<file path="config.mk">
export PLATFORM = sky130hd
export DESIGN_NAME = bl_row_writer_flat
export DESIGN_NICKNAME = d
export VERILOG_FILES = /design/src/rtl/bl_row_if.sv /design/src/rtl/bl_row_writer.sv /design/src/flat_wrapper.sv
export SDC_FILE = /design/constraint.sdc
export NUM_CORES = 1
export LEC_CHECK = 0
export ABC_AREA = 1
export CAP_MARGIN = 10
export CORE_UTILIZATION = 55
export DETAILED_ROUTE_END_ITERATION = 12
export PLACE_DENSITY = 0.91
export REMOVE_ABC_BUFFERS = 1
export SYNTH_ARGS = -nofsm -noshare
export SYNTH_HDL_FRONTEND = slang
export SYNTH_SLANG_ARGS = --single-unit
</file>
<file path="constraint.sdc">
create_clock -name iODCK -period 6 [get_ports iODCK]
set_clock_uncertainty 0.2 [all_clocks]
set_input_delay 0.6 -clock iODCK [delete_from_list [all_inputs] [get_ports iODCK]]
set_output_delay 0.6 -clock iODCK [all_outputs]
set_load 0.02 [all_outputs]
</file>
<file path="src/rtl/bl_row_if.sv">
// bl_row_if: row-capture handshake and zone RAM write port of the backlight row writer
interface bl_row_if #(
    parameter int ZONES_H = 24,
    parameter int DATA_W  = 8,
    parameter int V_W     = 4,
    parameter int H_W     = 5
);
    logic                      iStart;
    logic [V_W-1:0]            iV_address;
    logic [ZONES_H*DATA_W-1:0] iBlockData;
    logic                      oBusy;
    logic                      oDone;
    logic                      oWEA;
    logic [DATA_W-1:0]         oData;
    logic [V_W+H_W-1:0]        oAddress;

    modport master (
        output iStart, iV_address, iBlockData,
        input  oBusy, oDone, oWEA, oData, oAddress
    );

    modport slave (
        input  iStart, iV_address, iBlockData,
        output oBusy, oDone, oWEA, oData, oAddress
    );
endinterface

</file>
<file path="src/rtl/bl_row_writer.sv">
// bl_row_writer: writes one captured row of zone levels into the zone RAM at {row, zone}; BL_MIN_CLAMP_EN enables a MIN_LEVEL floor on written levels
module bl_row_writer #(
    parameter int ZONES_H    = 24,
    parameter int DATA_W     = 8,
    parameter int V_W        = 4,
    parameter int H_W        = 5,
    parameter int WR_SPACING = 3,
    parameter int SKIP_ROW   = 15,
    parameter int MIN_LEVEL  = 0
) (
    input logic   iODCK,
    input logic   iRST,
    bl_row_if.slave bus
);
    localparam int SP_W = $clog2(WR_SPACING + 1);
    localparam logic [H_W-1:0]  H_LAST  = H_W'(ZONES_H - 1);
    localparam logic [SP_W-1:0] SP_LAST = SP_W'(WR_SPACING - 1);
    localparam logic [V_W-1:0]  SKIP    = V_W'(SKIP_ROW);

    typedef enum logic [2:0] {IDLE, LOAD, WRITE, GAP, DONE} state_t;

    state_t                    state_q, state_d;
    logic [V_W-1:0]            row_q, row_d;
    logic [ZONES_H*DATA_W-1:0] blk_q, blk_d;
    logic [H_W-1:0]            h_q, h_d;
    logic [SP_W-1:0]           sp_q, sp_d;
    logic                      busy_q, busy_d;
    logic                      done_q, done_d;
    logic                      wea_q, wea_d;
    logic [DATA_W-1:0]         data_q, data_d;
    logic [V_W+H_W-1:0]        addr_q, addr_d;
    logic                      adv;
    logic [DATA_W-1:0]         lvl_raw;
    logic [DATA_W-1:0]         lvl;

    // State register, captured row and registered RAM-side outputs
    always_ff @(posedge iODCK) begin
        if (iRST) begin
            state_q <= IDLE;
            row_q   <= '0;
            blk_q   <= '0;
            h_q     <= '0;
            sp_q    <= '0;
            busy_q  <= 1'b0;
            done_q  <= 1'b0;
            wea_q   <= 1'b0;
            data_q  <= '0;
            addr_q  <= '0;
        end else begin
            state_q <= state_d;
            row_q   <= row_d;
            blk_q   <= blk_d;
            h_q     <= h_d;
            sp_q    <= sp_d;
            busy_q  <= busy_d;
            done_q  <= done_d;
            wea_q   <= wea_d;
            data_q  <= data_d;
            addr_q  <= addr_d;
        end
    end

    // Next state, zone/slot counters, and outputs derived from the state being entered
    always_comb begin
        state_d = state_q;
        row_d   = row_q;
        blk_d   = blk_q;
        h_d     = h_q;
        sp_d    = sp_q;
        adv     = (state_q == WRITE && WR_SPACING == 1) || (state_q == GAP && sp_q == SP_LAST);
        unique case (state_q)
            IDLE: begin
                if (bus.iStart) begin
                    state_d = LOAD;
                    row_d   = bus.iV_address;
                    blk_d   = bus.iBlockData;
                end
            end
            LOAD: begin
                h_d     = '0;
                sp_d    = '0;
                state_d = (row_q == SKIP) ? DONE : WRITE;
            end
            WRITE: begin
                sp_d = SP_W'(1);
                if (WR_SPACING > 1) state_d = GAP;
            end
            GAP: begin
                if (sp_q != SP_LAST) sp_d = sp_q + 1'b1;
            end
            DONE: begin
                state_d = IDLE;
            end
            default: begin
                state_d = IDLE;
            end
        endcase
        if (adv) begin
            state_d = (h_q == H_LAST) ? DONE : WRITE;
            h_d     = (h_q == H_LAST) ? h_q : h_q + 1'b1;
        end
        lvl_raw = blk_q[h_d*DATA_W +: DATA_W];
`ifdef BL_MIN_CLAMP_EN
        lvl     = (lvl_raw < DATA_W'(MIN_LEVEL)) ? DATA_W'(MIN_LEVEL) : lvl_raw;
`else
        lvl     = lvl_raw;
`endif
        busy_d  = state_d != IDLE;
        done_d  = state_d == DONE;
        wea_d   = state_d == WRITE;
        addr_d  = (state_d == WRITE) ? {row_q, h_d} : (state_d == GAP) ? addr_q : '0;
        data_d  = (state_d == WRITE) ? lvl : (state_d == GAP) ? data_q : '0;
    end

    assign bus.oBusy    = busy_q;
    assign bus.oDone    = done_q;
    assign bus.oWEA     = wea_q;
    assign bus.oData    = data_q;
    assign bus.oAddress = addr_q;
endmodule

</file>
<file path="src/flat_wrapper.sv">
// flat-port wrapper written by rule: the top's interface ports become plain ports
module bl_row_writer_flat 
#(
    parameter int ZONES_H    = 24,
    parameter int DATA_W     = 8,
    parameter int V_W        = 4,
    parameter int H_W        = 5,
    parameter int WR_SPACING = 3,
    parameter int SKIP_ROW   = 15,
    parameter int MIN_LEVEL  = 0
)
  (iODCK, iRST, bus_iStart, bus_iV_address, bus_iBlockData, bus_oBusy, bus_oDone, bus_oWEA, bus_oData, bus_oAddress);
  bl_row_if #(.ZONES_H(ZONES_H), .DATA_W(DATA_W), .V_W(V_W), .H_W(H_W)) bus_i ();
  input logic iODCK;
  input logic iRST;
  input wire logic [$bits(bus_i.iStart)-1:0] bus_iStart;
  input wire logic [$bits(bus_i.iV_address)-1:0] bus_iV_address;
  input wire logic [$bits(bus_i.iBlockData)-1:0] bus_iBlockData;
  output wire logic [$bits(bus_i.oBusy)-1:0] bus_oBusy;
  output wire logic [$bits(bus_i.oDone)-1:0] bus_oDone;
  output wire logic [$bits(bus_i.oWEA)-1:0] bus_oWEA;
  output wire logic [$bits(bus_i.oData)-1:0] bus_oData;
  output wire logic [$bits(bus_i.oAddress)-1:0] bus_oAddress;
  assign bus_i.iStart = bus_iStart;
  assign bus_i.iV_address = bus_iV_address;
  assign bus_i.iBlockData = bus_iBlockData;
  assign bus_oBusy = bus_i.oBusy;
  assign bus_oDone = bus_i.oDone;
  assign bus_oWEA = bus_i.oWEA;
  assign bus_oData = bus_i.oData;
  assign bus_oAddress = bus_i.oAddress;
  bl_row_writer #(.ZONES_H(ZONES_H), .DATA_W(DATA_W), .V_W(V_W), .H_W(H_W), .WR_SPACING(WR_SPACING), .SKIP_ROW(SKIP_ROW), .MIN_LEVEL(MIN_LEVEL)) u_core (.iODCK(iODCK), .iRST(iRST), .bus(bus_i));
endmodule
</file>
==> out/qor_table.md <==
| Step | Metric | Value |
| --- | --- | --- |
| run status | Run status | finished clean |
| worst setup path | Critical path, cell by cell | inv_1 > ha_1 > inv_1 > nor2_8 > nand3_2 > nand2_4 > buf_4 > nand2_1 > nand3_1 > nand3_1 > nand3_1 > nand2_1 > nor2_1 > nand2_1 > a21oi_1 |
| worst setup path | Worst stage delay on the critical path | 0.82 ns |
| worst setup path | Setup CP Type | reg -> reg |
| placed design | Port Buffer Count | 218 |
| cells and area | Proportion of layout cells with a drive suffix above 1 | 3.51% |
| synthesis | FF+latch count, synth | 226 |
| synthesis | Top area cells in the synthesized netlist | sky130_fd_sc_hd__dfxtp_1, sky130_fd_sc_hd__nor2_1, sky130_fd_sc_hd__o21ai_0, sky130_fd_sc_hd__nand2_1, sky130_fd_sc_hd__nand3_1 |
| global route | Number of antenna violations at the first check in global routing | 0 |
| cts | Post-cts gate resize count | 0 |
| synthesis | Post-synthesis cell count | 1435 |
| cts | Clock sinks | 226 |
| global route | Total congestion overflow after global routing | 0 |
| floorplan | Number of placed I/O pins | 219 |
| drt | 1st-iter DRT viols | 727 |
| cells and area | Layout-stage area growth over the synthesis result | 28.7% |
| min path | Class of the worst hold path | reg -> reg |
| cells and area | Ant. Diodes | 0 |
| synthesis | Sequential area share after synthesis | 45.9% |
| timing | Final count of hold timing violations | 0 |
| global route | Wire length of the first global-routing pass | 41500 µm |
| worst setup path | Family of cells with the greatest summed delay on the critical path | simple AND/OR/NAND/NOR gates |
| drt | Via count | 9874 |
| timing | Worst Max-Slew Pin Slew | 1.14 ns |
| timing | Worst slack on hold paths | 0.257 ns |
| cells and area | Most common cell after layout, fill and taps aside | sky130_fd_sc_hd__nor2_1 |
| cts | TritonCTS clock tree | done |
| timing | RSZ-0062 raised after global routing | no |
| timing | Final cycle utilization of the critical path | 69.7% |
| global route | Number of global-route vias before repair | 8803 |
| worst setup path | Worst setup path startpoint | u_core.sp_q[0] |
| drt | Via density per instance | 5.42 |
| timing | Minimum period implied by the final worst setup slack | 4.18 ns |
| cts | Worst-path clk slew | 0.06 ns |
| timing | Max Transition Viols Final | 0 |
| worst setup path | Crit path launch type | flip-flop |
| cts | Cts bufs inserted | 23 |
| synthesis | Flip-flop cell with the highest count after synthesis | sky130_fd_sc_hd__dfxtp_1 |
| worst setup path | Worst path buffer plus inverter count | 3 |
| pwr | Design Power | 0.00377 W |
| floorplan | Effective utilization at floorplan | 56.6% |
| floorplan | Area of the die | 18500 µm² |
| min path | Min-Delay Startpoint | u_core.blk_q[186] |
| synthesis | Number of synthesis warnings | 0 |
| cells and area | Fin util | 72.8% |
| timing | Maximum operating frequency | 239 MHz |
| worst setup path | Maximum fanout encountered on the critical timing path | 56 |
| cts | Hold_buf cts | 0 |
| cts | Number of buffers on the longest clock path | 3 |
| floorplan | Number of cell rows | 48 |
| placed design | Final weighted congestion in routability-driven placement | 0.828 |
| placed design | Instance count after placement with tap cells included | 1782 |
| cells and area | Top library cells by usage in the layout, fill and taps aside | sky130_fd_sc_hd__nor2_1, sky130_fd_sc_hd__nand2_1, sky130_fd_sc_hd__dfxtp_1 |
| cells and area | Final non-filler cell total | 1821 |
| drt | Routed WL per cell | 14.6 µm |
| drt | Routed Wire Length | 26600 µm |
| worst setup path | WP data required | 6.21 ns |
| drt | Number of search-and-repair iterations in the first detailed-routing pass | 5 |
| synthesis | Cell variety after synth | 27 |
| floorplan | Core area | 17400 µm² |
| worst setup path | Reg-to-reg critical path startpoint | u_core.sp_q[0] |
| cts | Post-CTS setup buffer count | 0 |
| cells and area | Fin nets | 1783 |
| synthesis | Library cell occupying the most area in the post-synthesis netlist | sky130_fd_sc_hd__dfxtp_1 |
| global route | Maximum number of pins on one net before global-route repair | 141 |
| floorplan | Die Height | 136 µm |
| synthesis | Cell area after technology mapping | 9850 µm² |
| timing | Final count of negative-setup-slack endpoints | 0 |
| pwr | Power density of the placed cells | 297 nW/µm² |
| placed design | HPWL Detailed | 17300 µm |
| synthesis | Synthesized area per cell | 6.87 µm² |
| pwr | Leakage power total | 5.13 nW |
| timing | Relative max-transition margin | 23.9% |
| drt | Number of routed nets with antenna violations | 0 |
| drt | DR DRC count | 0 |
| pwr | Maximum VDD drop | 199 µV |
| synthesis | Fraction of registers with async set/reset | 0% |
| worst setup path | Kind of end point of the critical path | flip-flop |
| cts | Clock root cell | sky130_fd_sc_hd__clkbuf_16 |
| job | Max-cap violations | 0 |
| synthesis | Top cell type's share of synthesized area | 45.9% |
| cts | Clock latency on the worst-skew pair | 0.50 ns |
| global route | Total global routing track utilization | 27.9% |
| worst setup path | Data arrival at the endpoint of the critical path | 4.40 ns |
| synthesis | Number of synthesized flops with an enable pin | 0 |
| floorplan | Die boundary width | 136 µm |
| worst setup path | Library cell contributing the largest single delay on the critical path | sky130_fd_sc_hd__nand2_4 |
| cts | H-tree levels | 1 |
==> final cells by class <==
class / instances / area (µm²)
Clock buffer: 32 / 639
Multi-Input combinational cell: 1030 / 4620
Sequential cell: 226 / 4520
Timing Repair Buffer: 226 / 2240
Tap cell: 225 / 282
Clock inverter: 7 / 93.8
Inverter: 75 / 287
Fill cell: 1383 / 4730
==> worst paths after layout <==
path / end / cells after the start / slack, ns
worst max-delay path: u_core.bus.oData[3] / 15 / 1.82
worst min-delay path: u_core.blk_q[186] / 2 / 0.26
worst max register to register: u_core.bus.oData[3] / 15 / 1.82
worst min register to register: u_core.blk_q[186] / 2 / 0.26
==> synth_stat cells, types with 2 or more instances <==
library cell,instances
sky130_fd_sc_hd__o21ai_1,2
sky130_fd_sc_hd__nand3_1,170
sky130_fd_sc_hd__buf_1,8
sky130_fd_sc_hd__nand4_1,3
sky130_fd_sc_hd__nand3_2,2
sky130_fd_sc_hd__nand2_2,3
sky130_fd_sc_hd__inv_1,73
sky130_fd_sc_hd__a22o_1,6
sky130_fd_sc_hd__o211ai_1,7
sky130_fd_sc_hd__nand2_1,229
sky130_fd_sc_hd__buf_4,4
sky130_fd_sc_hd__clkbuf_1,70
sky130_fd_sc_hd__o21ai_0,209
sky130_fd_sc_hd__inv_2,2
sky130_fd_sc_hd__a21oi_1,71
sky130_fd_sc_hd__nor2_1,314
sky130_fd_sc_hd__nand3b_1,6
sky130_fd_sc_hd__ha_1,2
sky130_fd_sc_hd__dfxtp_1,226
sky130_fd_sc_hd__buf_2,21
==> where the power goes <==
part	switching, W	total, W	internal, W
Clock	0.000571	0.00140	0.000829
Combinational	0.000353	0.000633	0.000280
Sequential	0.0000755	0.00173	0.00166
Total	0.000999	0.00377	0.00277
==> per-layer routing <==
layer | track usage, % | part of all wire (%) | up-vias
met4 | 11.1 | 3.3 | 0
met3 | 3.50 | 7.4 | 64
li1 | - | - | 4968
met2 | 48.3 | 48 | 379
met1 | 35.1 | 42 | 4463
met5 | 0 | 0 | -
==> worst reg2reg max path, cell delays in order (launching register included) <==
cell,delay (ns)
sky130_fd_sc_hd__dfxtp_1,0.32
sky130_fd_sc_hd__inv_1,0.07
sky130_fd_sc_hd__ha_1,0.18
sky130_fd_sc_hd__inv_1,0.10
sky130_fd_sc_hd__nor2_8,0.19
sky130_fd_sc_hd__nand3_2,0.71
sky130_fd_sc_hd__nand2_4,0.82
sky130_fd_sc_hd__buf_4,0.58
sky130_fd_sc_hd__nand2_1,0.14
sky130_fd_sc_hd__nand3_1,0.09
sky130_fd_sc_hd__nand3_1,0.11
sky130_fd_sc_hd__nand3_1,0.10
sky130_fd_sc_hd__nand2_1,0.05
sky130_fd_sc_hd__nor2_1,0.23
sky130_fd_sc_hd__nand2_1,0.08
sky130_fd_sc_hd__a21oi_1,0.12
==> state kept, by name (all words and copies together) (netlist names) <==
| name | count |
|---|---|
| u_core.blk_q | 192 |
| u_core.bus.oAddress | 9 |
| u_core.bus.oBusy | 1 |
| u_core.bus.oData | 8 |
| u_core.bus.oDone | 1 |
| u_core.bus.oWEA | 1 |
| u_core.h_q | 5 |
| u_core.row_q | 4 |
| u_core.sp_q | 2 |
| u_core.state_q | 3 |
==> through the flow <==
| step | cell area [µm²] | TNS (ns) | worst slack [ns] |
|---|---|---|---|
| finish | 12700 | 0 | 1.82 |
| global route | 12700 | 0 | 1.44 |
| CTS | 12700 | 0 | 1.82 |
| detailed placement | 12000 | 0 | 1.86 |
| global placement | 12000 | 0 | 1.97 |
| floorplan | 9420 | -493.12 | -3.24 |
==> cell families (layout without fill, tap and decap cells) <==
group	count (synthesis)	count (layout)	synth area share [%]
buffers and inverters	179	340	7.31
xor gates and xnor gates	1	1	0.0889
and+or+nand+nor	730	730	30.8
adders and majority gates	2	2	0.254
AOI/OAI and AO/OA	297	297	15.6
DFF	226	226	45.9
(Power assumes the default switching activity.)
